`config.mk`:
```
export PLATFORM = sky130hd
export DESIGN_NAME = fetch_ctrl
export DESIGN_NICKNAME = d
export VERILOG_FILES = /design/src/rtl/fetch_ctrl.sv
export SDC_FILE = /design/constraint.sdc
export NUM_CORES = 1
export LEC_CHECK = 0
export BUFFER_PORTS_ARGS = -buffer_cell sky130_fd_sc_hd__clkbuf_2
export CAP_MARGIN = 5
export CORE_AREA = 2 2 180 182
export DETAILED_ROUTE_END_ITERATION = 8
export DIE_AREA = 0 0 182 184
export GPL_TIMING_DRIVEN = 0
export PLACE_DENSITY_LB_ADDON = 0.2
export SYNTH_ARGS = -nofsm -noshare
export SYNTH_HDL_FRONTEND = slang
export SYNTH_SLANG_ARGS = --single-unit
```
`constraint.sdc`:
```
create_clock -name clk -period 2.96 [get_ports clk]
set_input_delay 0.592 -clock clk [delete_from_list [all_inputs] [get_ports clk]]
set_output_delay 0.592 -clock clk [all_outputs]
set_load 0.02 [all_outputs]
```
`src/rtl/fetch_ctrl.sv`:
```
// Fetch-stage sequencer: drives the PC register, runs a single-outstanding imem
// handshake, and hands instructions to decode with stall backpressure and redirects.
module fetch_ctrl #(
  parameter logic [63:0] RESET_PC = 64'h8000_0000,
  parameter int unsigned INST_W   = 32
) (
  input  logic              clk,
  input  logic              reset,
  input  logic [63:0]       pc,
  output logic [63:0]       pc_nxt,
  output logic              pc_en,
  input  logic              stall_f,
  input  logic              br_valid,
  input  logic [63:0]       br_target,
  input  logic              trap_valid,
  input  logic [63:0]       trap_target,
  output logic              ireq_valid,
  output logic [63:0]       ireq_addr,
  input  logic              ireq_ready,
  input  logic              iresp_valid,
  input  logic [INST_W-1:0] iresp_data,
  output logic              inst_valid,
  output logic [INST_W-1:0] inst,
  output logic [63:0]       inst_pc,
  output logic              inst_misalign
);

  typedef enum logic [2:0] {StIdle, StReq, StWait, StDiscard, StOut} state_t;

  state_t      state;
  logic        redirect;
  logic [63:0] rtarget;
  logic        aligned;
  logic        advance;

  always_comb begin
    redirect   = ~reset & (trap_valid | br_valid);
    rtarget    = trap_valid ? trap_target : br_target;
    aligned    = (pc[1:0] == 2'b00);
    advance    = ~reset & (state == StOut) & ~redirect & ~stall_f;
    pc_nxt     = redirect ? rtarget : pc + 64'd4;
    pc_en      = (redirect & (state != StIdle)) | advance;
    ireq_addr  = pc;
    ireq_valid = ~reset & (state == StReq) & aligned & ~redirect;
  end

  always_ff @(posedge clk) begin
    if (reset) begin
      state         <= StIdle;
      inst_valid    <= 1'b0;
      inst          <= '0;
      inst_pc       <= '0;
      inst_misalign <= 1'b0;
    end else begin
      case (state)
        StIdle: state <= StReq;
        StReq: begin
          if (redirect) begin
            state <= StReq;
          end else if (!aligned) begin
            // Misaligned PC never reaches memory; decode sees a flagged empty slot.
            state         <= StOut;
            inst_valid    <= 1'b1;
            inst          <= '0;
            inst_pc       <= pc;
            inst_misalign <= 1'b1;
          end else if (ireq_ready) begin
            state <= StWait;
          end
        end
        StWait: begin
          if (redirect) begin
            state <= iresp_valid ? StReq : StDiscard;
          end else if (iresp_valid) begin
            state         <= StOut;
            inst_valid    <= 1'b1;
            inst          <= iresp_data;
            inst_pc       <= pc;
            inst_misalign <= 1'b0;
          end
        end
        // Squashed request still owes a response; swallow it before refetching.
        StDiscard: if (iresp_valid) state <= StReq;
        StOut: begin
          if (redirect || !stall_f) begin
            state      <= StReq;
            inst_valid <= 1'b0;
          end
        end
        default: state <= StIdle;
      endcase
    end
  end

  // The controller assumes the PC register comes out of reset at RESET_PC.
  always_ff @(posedge clk) begin
    if (!reset && state == StIdle) assert (pc == RESET_PC);
  end

endmodule

```
==> metrics.yaml, run 1 <==
critical_path:
  crit_type: "in2out"
  cp_max_fo: 5
  r2r-end: "inst_pc[4]$_SDFFE_PP0P_"
  crit_chain: "clkbuf_16, and4_1, buf_6, buf_12, nand4_4, or3_1, buf_6, buf_12, buf_8, clkbuf_16, o31ai_4, a31oi_4, buf_8"
  r2r.worst_path.cells: 9
  cp-start-kind: "input port"
  crit_required_ns: 2.37
  crit_buf_inv: 8
  reg2reg_slack_ns: 0.34
  crit_slowest_cell: "or3_1"
  critical_path.top_delay_family: "buffers and inverters"
  endpoint_kind: "output port"
  rr_startpoint: "state[1]$_SDFFE_PP0P_"
  critical_path_arrival_ns: 2.73
  max_stage_delay_ns: 0.39
worst_hold_path:
  holdPathEnd: "inst[1]$_SDFFE_PP0P_"
  hold_class: "in2reg"
  min_path_cells: 2
  hold_path_startpoint: "iresp_data[1]"
die:
  start_util_pct: 21.5
  chipWidth_um: 182
  coreArea_mm2: 0.0314
  die_y_um: 184
  num_io_pins: 459
  fp-row-count: 65
  dieArea_mm2: 0.0335
finish:
  num-nets-final: 1654
  syn_to_final_growth_pct: 72.3
  mostFrequentLayoutCells: "406 x clkbuf_2, 166 x nand2_1, 121 x buf_4, 101 x dfxtp_1, 97 x a21oi_1"
  final_common_cell: "clkbuf_2"
  fill_cells: 3383
  stdcell_area_mm2: 0.0116
  finalNonFillerCells: 1830
  drive_above_1_share_pct: 50.2
power:
  total_power_mw: 4.19
  p_leak_nw: 5.13
  power_density_mw_per_mm2: 360
  vdd_ir_drop_max_mv: 0.202
clocking:
  clk_pin_slew_ns: 0.09
  clock_latency_ns: 0.36
  hold_buffers: 0
  cts.sinks: 101
  cts-root-buf: "clkbuf_16"
  cts_buffers: 9
  htreeDepth: 3
  cts_tree: "yes"
  cts.path.max_buffers: 2
detailed_routing:
  num_vias: 8852
  wl_per_cell_um: 20.9
  final_antenna_net_count: 0
  drc: 0
  routed_wl_mm: 38.2
  drt-vias-per-instance: 4.84
  dr.pass1.iters: 5
  drt_iter0_drc: 447
yosys:
  ys_ff_latch: 101
  synth_area_per_cell_um2: 7.44
  syn_nets: 1139
  synth_area_mm2: 0.00675
  ys_types: 50
  yosys_warnings: 0
  synthArstFlopShare_pct: 0
  seq_area_frac_synth_pct: 30.0
  ys.flop_type: "dfxtp_1"
  synthCells: 907
  synth_edf_count: 0
timing:
  slew_headroom_pct: 44.6
  drv_slew: 0
  holdWs_ns: 0.442
  fmax_ghz: 0.301
  worst_pin_slew_ns: 0.832
  setup_viol: 28
  fin_crit_ns: 3.32
  fin_skew_ns: 0.0106
  hold_viol_final: 0
  tns_ns: -7.01
  rsz0062_at_grt: "yes"
  fin_ws_ns: -0.363
  fin_crit_sh_pct: 112
global_routing:
  antenna_found_initial: 3
  grt_start_max_net_pins: 22
  met2_usage_pct: 39.6
  grt_pass1_vias: 8636
  use_met1_pct: 26.4
  groute.usage.overall_pct: 22.0
  top_usage_layer: "met2"
  grt_pass1_wl_mm: 55.2
  overflow: 0
  grt_use_met3_pct: 4.64
place:
  dpl_cell_area_mm2: 0.00983
  numPortBuffers: 457
  gp_congestion: 0.820
  dp_hpwl_mm: 29.2
  dp_cells: 1766
status:
  violations: "setup timing"
  status: "finished, violations left"
flow_run:
  drv_cap: 0
==> layout make-up <==
cell class | instances | area [um^2] | share of cell area, %
multi-input cells | 663 | 4590 | 39.5
clock buffers | 9 | 225 | 1.94
well taps | 402 | 503 | 4.32
inverters | 4 | 15.0 | 0.129
plain buffers | 136 | 961 | 8.26
diodes | 1 | 2.50 | 0.0215
repair buffers | 507 | 3220 | 27.7
clock inverters | 7 | 91.3 | 0.785
flip-flops and latches | 101 | 2020 | 17.4
==> Yosys cell counts (3+ instances only) <==
cell type | n | area, um^2
nand2_1 | 167 | 627
dfxtp_1 | 101 | 2020
a21oi_1 | 98 | 490
buf_4 | 65 | 488
clkbuf_1 | 53 | 199
a211oi_1 | 44 | 330
nor2b_1 | 44 | 275
a22o_1 | 32 | 280
nor2_1 | 26 | 97.6
xnor2_1 | 24 | 210
nand3_1 | 22 | 110
a31oi_1 | 20 | 125
mux2i_1 | 19 | 190
nand4_1 | 19 | 119
o21ai_0 | 19 | 95.1
or3_1 | 17 | 106
or4_1 | 14 | 105
nor3_1 | 12 | 60.1
and3_1 | 11 | 68.8
buf_2 | 10 | 50.1
o31ai_1 | 10 | 75.1
xor2_1 | 10 | 87.6
buf_1 | 9 | 33.8
and4_1 | 8 | 70.1
nor4_1 | 8 | 50.1
o211ai_1 | 7 | 52.6
inv_1 | 4 | 15.0
and2_1 | 3 | 18.8
nand2b_1 | 3 | 18.8
or4b_1 | 3 | 30.0
==> power by group <==
group	leakage (nW)	total [mW]	switching [mW]	internal, mW
logic	4.15	1.46	0.860	0.598
registers	0.820	1.44	0.0265	1.41
clock network	0.152	1.29	0.681	0.611
==> per-stage QoR <==
step	util, %	setup WS [ns]
floorplan	-	-0.0998
global placement	31.3	-2.08
detailed placement	31.3	-1.97
CTS	36.0	-0.452
global route	37.1	-0.429
finish	37.1	-0.363
==> flip-flops by register name (all words and copies together) (netlist names) <==
signal and flops:
inst_pc 64, inst_misalign 1, state 3, inst_valid 1, inst 32
==> cells by family (layout without fill, tap and decap cells) <==
family	count (synthesis)	in the layout	synth area share, %
AOI/OAI and AO/OA	243	243	23.2
xor gates and xnor gates	34	34	4.41
adders and majority gates	1	1	0.185
buffers and inverters	143	663	11.9
DFF	101	101	30.0
muxes	20	20	2.98
other	0	1	0
and+or+nand+nor	365	365	27.4
==> layer usage <==
layer  share of wire [%]  up-vias  wire length (um)
li1                    -     4231                 -
met1                  42     4182             15900
met2                  50      387             18900
met3                 6.3       48              2420
met4                 2.4        4               906
met5               0.068        -                26
==> how the worst max path moves through the flow <==
stage               start         end  slack (ns)  cells after the start
6_report           pc[17]  pc_nxt[59]       -0.36                     13
5_1_grt            pc[16]  pc_nxt[59]       -0.43                     13
4_1_cts            pc[17]  pc_nxt[52]       -0.45                      9
3_5_place_dp   trap_valid  pc_nxt[56]       -1.97                      8
3_3_place_gp   trap_valid  pc_nxt[16]       -2.08                      8
2_1_floorplan       pc[2]  pc_nxt[46]        -0.1                      8
==> timing repair <==
item / in CTS / in global routing
pin swaps: 50 / 34
endpoints found under the setup margin: 77 / 104
gates resized for setup: 217 / 94
gates cloned: 3 / 0
buffers inserted: 39 / 12
endpoints found under the hold margin: 0 / 0
Power figures use the tool's default switching activity.
==> inputs of run 2 (changes only) <==
--- a/config.mk
+++ b/config.mk
@@ -5,6 +5,7 @@
 export SDC_FILE = /design/constraint.sdc
 export NUM_CORES = 1
 export LEC_CHECK = 0
+export ABC_AREA = 1
 export BUFFER_PORTS_ARGS = -buffer_cell sky130_fd_sc_hd__clkbuf_2
 export CAP_MARGIN = 5
 export CORE_AREA = 2 2 180 182
==> run 2 against run 1 <==
The flow now finishes without violations. Sequential power grew 9%. Final area shrank 6.1%. Synthesized area grew 9.0%. Core utilization shrank 2.3 points. Fmax grew 15%. Clock-buffer cell count is the same. Power grew 9.8%. Critical endpoint is now pc_nxt[58]. Highest routed layer is now met4.
==> metrics.yaml, run 2 <==
status:
  status: "finished clean"  # was finished, violations left
finish:
  regArea_mm2: 0.00202  # unchanged
  largest_reg_flops: 64  # unchanged
  largest_register: "inst_pc"  # unchanged
  finalNonFillerCells: 2136  # was 1830
  mostFrequentLayoutCells: "452 x clkbuf_2, 418 x nand2_1, 173 x nor2_1, 101 x dfxtp_1, 98 x o21ai_0"  # was 406 x clkbuf_2, 166 x nand2_1, 121 x buf_4, 101 x dfxtp_1, 97 x a21oi_1
  syn_to_final_growth_pct: 48.4  # was 72.3%
  final_common_cell: "clkbuf_2"  # unchanged
  fill_cells: 3611  # was 3383
  final_util_pct: 34.8  # was 37.1%
  num-nets-final: 1961  # was 1654
  antenna_cells: 0  # was 1
  top_regs: "inst_pc (64), inst (32), state (3)"  # unchanged
  drive_above_1_share_pct: 40.2  # was 50.2%
  multi_input_area_mm2: 0.00465  # was 0.00459 mm^2
worst_hold_path:
  hold_path_startpoint: "iresp_data[10]"  # was iresp_data[1]
  hold_class: "in2reg"  # unchanged
  holdPathEnd: "inst[10]$_SDFFE_PP0P_"  # was inst[1]$_SDFFE_PP0P_
  min_path_cells: 3  # was 2
die:
  start_util_pct: 23.4  # was 21.5%
  fp-row-count: 65  # unchanged
  die_y_um: 184  # unchanged
  dieArea_mm2: 0.0335  # unchanged
  chipWidth_um: 182  # unchanged
  coreArea_mm2: 0.0314  # unchanged
  num_io_pins: 459  # unchanged
yosys:
  yosys.area_share.simple_pct: 39.8  # was 27.4%
  ys_types: 34  # was 50
  synth_xor_xnor_area_share_pct: 3.57  # was 4.41%
  yosysMostFrequentCell: "nand2_1"  # unchanged
  synth_area_per_cell_um2: 5.92  # was 7.44 um^2
  synth_top_area_cell: "dfxtp_1"  # unchanged
  ys.flop_type: "dfxtp_1"  # unchanged
  yosys_warnings: 0  # unchanged
  synthArstFlopShare_pct: 0  # unchanged
  synth_compound_gate_area_share_pct: 15.8  # was 23.2%
  synth_top_area_share_pct: 27.5  # was 30.0%
  seq_area_frac_synth_pct: 27.5  # was 30.0%
  synthCells: 1243  # was 907
  synth_edf_count: 0  # unchanged
  syn_nets: 1475  # was 1139
  synthAdderAreaFrac_pct: 0.170  # was 0.185%
  ys_ff_latch: 101  # unchanged
  synthTopCellsByArea: "dfxtp_1 27%, nand2_1 22%, nor2_1 10%"  # was dfxtp_1 30%, nand2_1 9.3%, a21oi_1 7.3%
  yosys-top-cells-count: "440 x nand2_1, 202 x nor2_1, 104 x o21ai_0"  # was 167 x nand2_1, 101 x dfxtp_1, 98 x a21oi_1
  muxShareOfSynthArea_pct: 0.272  # was 2.98%
  synth_top_family_by_area: "simple AND/OR/NAND/NOR gates"  # unchanged
  synth_area_mm2: 0.00736  # was 0.00675 mm^2
timing:
  fin_crit_ns: 2.90  # was 3.32 ns
  fmax_ghz: 0.345  # was 0.301 GHz
  worst_pin_slew_ns: 0.826  # was 0.832 ns
  tns_ns: 0  # was -7.01 ns
  holdWs_ns: 0.433  # was 0.442 ns
  setup_viol: 0  # was 28
  fin_ws_ns: 0.0592  # was -0.363 ns
  slew_headroom_pct: 44.9  # was 44.6%
  fin_crit_sh_pct: 98.0  # was 112%
  hold_viol_final: 0  # unchanged
  fin_skew_ns: 0.0151  # was 0.0106 ns
  drv_slew: 0  # unchanged
clocking:
  clk_pin_slew_ns: 0.10  # was 0.09 ns
  htreeDepth: 3  # unchanged
  clock_latency_ns: 0.37  # was 0.36 ns
  cts_tree: "yes"  # unchanged
  cts-root-buf: "clkbuf_16"  # unchanged
  cts.sinks: 101  # unchanged
  cts.path.max_buffers: 2  # unchanged
  cts_buffers: 9  # unchanged
power:
  power_density_mw_per_mm2: 421  # was 360 mW/mm^2
  switching_power_mw: 1.90  # was 1.57 mW
  p_int_mw: 2.70  # was 2.62 mW
  pwr-share-clk_pct: 28.7  # was 30.9%
  power_frac_comb_pct: 37.2  # was 34.8%
  seqPwrFrac_pct: 34.1  # was 34.3%
  p_leak_nw: 5.49  # was 5.13 nW
  vdd_ir_drop_max_mv: 0.291  # was 0.202 mV
  switching_share_pct: 41.3  # was 37.4%
global_routing:
  antenna_found_initial: 1  # was 3
  grt_start_max_net_pins: 24  # was 22
  groute.usage.overall_pct: 23.6  # was 22.0%
  overflow: 0  # unchanged
  grt_pass1_wl_mm: 58.6  # was 55.2 mm
  grt_pass1_vias: 9379  # was 8636
detailed_routing:
  final_antenna_net_count: 0  # unchanged
  wl_per_cell_um: 19.1  # was 20.9 um
  route.met3.wl_mm: 2.64  # was 2.42 mm
  dr_wl_met2_mm: 19.4  # was 18.9 mm
  routed_wl_mm: 40.7  # was 38.2 mm
  dr.max_layer_used: "met4"  # was met5
  drt_iter0_drc: 535  # was 447
  dr.pass1.iters: 6  # was 5
  wl_met1_mm: 18.1  # was 15.9 mm
  drc: 0  # unchanged
  drt-vias-per-instance: 4.53  # was 4.84
  num_vias: 9679  # was 8852
critical_path:
  crit_start: "pc[3]"  # was pc[17]
  rr_startpoint: "state[0]$_SDFFE_PP0P_"  # was state[1]$_SDFFE_PP0P_
  endpoint_kind: "output port"  # unchanged
  r2r.worst_path.cells: 11  # was 9
  r2r-end: "inst_pc[60]$_SDFFE_PP0P_"  # was inst_pc[4]$_SDFFE_PP0P_
  critical_path_arrival_ns: 2.31  # was 2.73 ns
  crit_type: "in2out"  # unchanged
  reg2reg_slack_ns: 1.14  # was 0.34 ns
  crit_required_ns: 2.37  # about the same
  cp_max_fo: 5  # unchanged
  cp-start-kind: "input port"  # unchanged
place:
  dp_cells: 2102  # was 1766
  numPortBuffers: 457  # unchanged
  dp_hpwl_mm: 34.5  # was 29.2 mm
  gp_congestion: 0.987  # was 0.820
  place_ws_ns: -0.510  # was -1.97 ns
flow_run:
  drv_cap: 0  # unchanged
## run 2: changes by cell type in the layout (fill, tap and decap cells not counted), sizes merged, moves of 17 or more
| cell | change |
|---|---|
| o21ai | +94 |
| buf | -52 |
| a21oi | -37 |
| or2 | +27 |
| nor2 | +184 |
| o211ai | +20 |
| mux2i | -17 |
| a211oi | -44 |
| a22o | -32 |
| nand2 | +277 |
| or3 | -17 |
| inv | +46 |
| nor2b | -44 |
## run 2: per-layer routing
layer,vias up,track usage (%)
li1,4870,-
met1,4359,30.1
met2,424,41.2
met3,26,4.38
met4,0,5.35
met5,-,0
## run 2: worst max-delay path: stages
cell and delay (ns):
buf_4 0.12, ha_4 0.13, nand2_2 0.07, nor2_4 0.22
nand2_4 0.11, nor2_4 0.27, nand2_2 0.10, buf_4 0.16
nor2_1 0.09, nand2_1 0.10, nand3_4 0.10, nand2_1 0.07
buf_4 0.16
## run 2: logic make-up (layout without fill, tap and decap cells)
family	count (synthesis)	in the layout
AND/OR/NAND/NOR	725	725
AO/OA/AOI/OAI	213	213
buffers and inverters	171	662
flip-flops	101	101
XOR/XNOR	30	30
multiplexers	2	2
adder cells (fa/ha/maj)	1	1
## run 2: final cells by class
type | count | area share, %
clock buffers | 9 | 2.06
inverters | 49 | 1.73
repair buffers | 475 | 22.5
flip-flops and latches | 101 | 18.5
well taps | 402 | 4.60
clock inverters | 7 | 0.905
multi-input cells | 971 | 42.6
plain buffers | 122 | 7.17
## run 2: worst max path at each step
stage                     slack [ns]  cells past startpoint    endpoint
after floorplan                 0.39                      8  pc_nxt[32]
after global placement         -0.49                      6  pc_nxt[23]
after detailed placement       -0.51                      6  pc_nxt[23]
after CTS                      0.001                     12  pc_nxt[42]
after global routing          -0.008                     13  pc_nxt[58]
final                           0.06                     13  pc_nxt[58]
## run 2: power by group through the flow
stage / clock network [mW] / logic (mW) / registers, mW
CTS: 1.35 / 1.70 / 1.57
global route: 1.40 / 1.86 / 1.59
finish: 1.32 / 1.71 / 1.57
detailed placement: 0 / 1.69 / 1.60
global placement: 0 / 1.69 / 1.59
floorplan: 0 / 0.767 / 1.75
## run 2: metrics by stage
step / total power, mW / cell area [um^2]
after global placement: 3.28 / 10100
final: 4.60 / 10900
after detailed placement: 3.28 / 10100
after global routing: 4.84 / 10900
after CTS: 4.62 / 10600
after floorplan: 2.52 / 7360
## run 2: what timing repair did
action,4_1_cts,5_1_grt
gates resized for setup,32,93
buffers inserted,8,10
pin swaps,4,15
endpoints found under the setup margin,62,41
hold buffers,0,0
==> inputs of run 3 (changes only) <==
--- a/config.mk
+++ b/config.mk
@@ -13,6 +13,7 @@
 export DIE_AREA = 0 0 182 184
 export GPL_TIMING_DRIVEN = 0
 export PLACE_DENSITY_LB_ADDON = 0.2
+export SETUP_SLACK_MARGIN = 0.15
 export SYNTH_ARGS = -nofsm -noshare
 export SYNTH_HDL_FRONTEND = slang
 export SYNTH_SLANG_ARGS = --single-unit
==> run 3 against run 2 <==
Final cell count is 0.37% higher. Clock skew hardly changed. Critical path type unchanged. Final area is 3.3% higher. Clock power hardly changed. Wire length is 0.77% higher. First-iteration DRC count is 6.9% lower. Largest cell class unchanged.
==> metrics.yaml, run 3 (synthesized netlist as in run 2, its figures left out) <==
status:
  status: "finished clean"  # unchanged
detailed_routing:
  routed_wl_mm: 41.0  # was 40.7 mm
  dr.pass1.iters: 5  # was 6
  drt-vias-per-instance: 4.53  # about the same
  final_antenna_net_count: 0  # unchanged
  drt_iter0_drc: 498  # was 535
  wl_per_cell_um: 19.1  # about the same
  drc: 0  # unchanged
  num_vias: 9715  # was 9679
flow_run:
  drv_cap: 0  # unchanged
global_routing:
  grt_pass1_wl_mm: 58.9  # was 58.6 mm
  top_usage_layer: "met2"  # unchanged
  grt_start_max_net_pins: 24  # unchanged
  use_met1_pct: 30.2  # was 30.1%
  groute.usage.overall_pct: 23.7  # was 23.6%
  grt_use_met3_pct: 4.22  # was 4.38%
  antenna_found_initial: 1  # unchanged
  met2_usage_pct: 41.7  # was 41.2%
  overflow: 0  # unchanged
  grt_pass1_vias: 9465  # was 9379
finish:
  finalNonFillerCells: 2144  # was 2136
  drive_above_1_share_pct: 43.0  # was 40.2%
  mostFrequentLayoutCells: "430 x clkbuf_2, 394 x nand2_1, 157 x nor2_1, 101 x dfxtp_1, 95 x o21ai_0"  # was 452 x clkbuf_2, 418 x nand2_1, 173 x nor2_1, 101 x dfxtp_1, 98 x o21ai_0
  stdcell_area_mm2: 0.0113  # was 0.0109 mm^2
  final_util_pct: 35.9  # was 34.8%
  largest_register: "inst_pc"  # unchanged
  syn_to_final_growth_pct: 53.3  # was 48.4%
  top_regs: "inst_pc (64), inst (32), state (3)"  # unchanged
  largest_reg_flops: 64  # unchanged
  antenna_cells: 0  # unchanged
  num-nets-final: 1969  # was 1961
  final_common_cell: "clkbuf_2"  # unchanged
timing:
  hold_viol_final: 0  # unchanged
  worst_pin_slew_ns: 0.817  # was 0.826 ns
  drv_slew: 0  # unchanged
  slew_headroom_pct: 45.5  # was 44.9%
  fin_crit_ns: 2.77  # was 2.90 ns
  rsz0062_at_grt: "yes"
  fmax_ghz: 0.361  # was 0.345 GHz
  fin_skew_ns: 0.0154  # was 0.0151 ns
  fin_ws_ns: 0.187  # was 0.0592 ns
  setup_viol: 0  # unchanged
  fin_crit_sh_pct: 93.7  # was 98.0%
critical_path:
  critical_path_arrival_ns: 2.18  # was 2.31 ns
  max_stage_delay_ns: 0.36  # was 0.27 ns
  endpoint_kind: "output port"  # unchanged
  crit_required_ns: 2.37  # about the same
  crit_slowest_cell: "or2_2"  # was nor2_4
  crit_type: "in2out"  # unchanged
  cp-start-kind: "input port"  # unchanged
  critical_path.top_delay_family: "buffers and inverters"  # was simple AND/OR/NAND/NOR gates
  crit_chain: "clkbuf_2, clkinv_2, clkbuf_1, or2_2, o211ai_1, o21ai_1, clkbuf_2"  # was buf_4, ha_4, nand2_2, nor2_4, nand2_4, nor2_4, nand2_2, buf_4, nor2_1, nand2_1, nand3_4, nand2_1, buf_4
  crit_buf_inv: 4  # was 3
  cp_max_fo: 10  # was 5
  crit_top_cell: "clkbuf_2"  # was buf_4
clocking:
  cts_buffers: 9  # unchanged
  clock_latency_ns: 0.37  # about the same
  cts_tree: "yes"  # unchanged
  htreeDepth: 3  # unchanged
  hold_buffers: 0  # unchanged
  cts.path.max_buffers: 2  # unchanged
  cts.sinks: 101  # unchanged
  cts-root-buf: "clkbuf_16"  # unchanged
  clk_pin_slew_ns: 0.10  # about the same
place:
  numPortBuffers: 457  # unchanged
  dp_hpwl_mm: 34.5  # unchanged
  dpl_cell_area_mm2: 0.0101  # unchanged
  place_ws_ns: -0.510  # unchanged
  dp_cells: 2102  # unchanged
  gp_congestion: 0.987  # unchanged
die:
  chipWidth_um: 182  # unchanged
  coreArea_mm2: 0.0314  # unchanged
  dieArea_mm2: 0.0335  # unchanged
  fp-row-count: 65  # unchanged
  num_io_pins: 459  # unchanged
  die_y_um: 184  # unchanged
  start_util_pct: 23.4  # unchanged
power:
  p_int_mw: 2.72  # was 2.70 mW
  pwr-share-clk_pct: 28.5  # was 28.7%
  total_power_mw: 4.63  # was 4.60 mW
  switching_power_mw: 1.91  # was 1.90 mW
  seqPwrFrac_pct: 33.9  # was 34.1%
  vdd_ir_drop_max_mv: 0.294  # was 0.291 mV
  p_leak_nw: 5.66  # was 5.49 nW
  power_density_mw_per_mm2: 410  # was 421 mW/mm^2
  switching_share_pct: 41.3  # about the same
  power_frac_comb_pct: 37.7  # was 37.2%
worst_hold_path:
  hold_class: "in2reg"  # unchanged
## run 3: cell types whose count changed in the layout (fill, tap and decap cells not counted), sizes merged
cell           change
clkdlybuf4s15      -1
clkinvlp           -1
clkbuf             -6
inv                +1
buf               +15
## run 3: what timing repair did
| action | in CTS | in global routing |
|---|---|---|
| resized for setup | 114 | 108 |
| setup endpoints to repair | 64 | 38 |
| pin swaps | 20 | 23 |
| setup buffers | 19 | 7 |
| hold endpoints to repair | 0 | 0 |
## run 3: tightest hold or removal path, delay by kind of cell
family | cells | cell delay (ns)
buf+inv | 1 | 0.08
compound gates | 1 | 0.05
simple gates | 1 | 0.05
## run 3: layer usage
layer  part of all wire (%)  routed length [um]
met1                     44               18200
met2                     48               19600
met3                    6.4                2630
met4                    1.6                 648
met5                      0                   0
## run 3: path summary, 6_finish.rpt
check,from,to,slack (ns),cells after the start
min reg2reg,inst[2]$_SDFFE_PP0P_,inst[2]$_SDFFE_PP0P_,0.47,2
min,iresp_data[10],inst[10]$_SDFFE_PP0P_,0.43,3
max,trap_valid,pc_nxt[33],0.19,7
max reg2reg,state[0]$_SDFFE_PP0P_,inst_pc[62]$_SDFFE_PP0P_,1.14,11
## run 3: power groups by stage
stage / clock (mW) / sequential, mW / combinational [mW]
2_1_floorplan: 0 / 1.75 / 0.767
3_3_place_gp: 0 / 1.59 / 1.69
3_5_place_dp: 0 / 1.60 / 1.69
4_1_cts: 1.35 / 1.57 / 1.73
5_1_grt: 1.40 / 1.59 / 1.89
6_report: 1.32 / 1.57 / 1.74
## run 3: cell type report
cell class,count,area (um^2)
fill,3579,20100
multi-input combinational,971,4860
timing repair buffer,483,2610
sequential,101,2020
buffer,122,779
tap,402,503
clock buffer,9,225
inverter,49,185
clock inverter,7,98.8
## run 3: through the flow
stage / TNS, ns / hold slack [ns]
detailed placement: -10.41 / 0.459
floorplan: 0 / 0.470
CTS: 0 / 0.419
global placement: -10.05 / 0.450
finish: 0 / 0.431
global route: 0 / 0.425
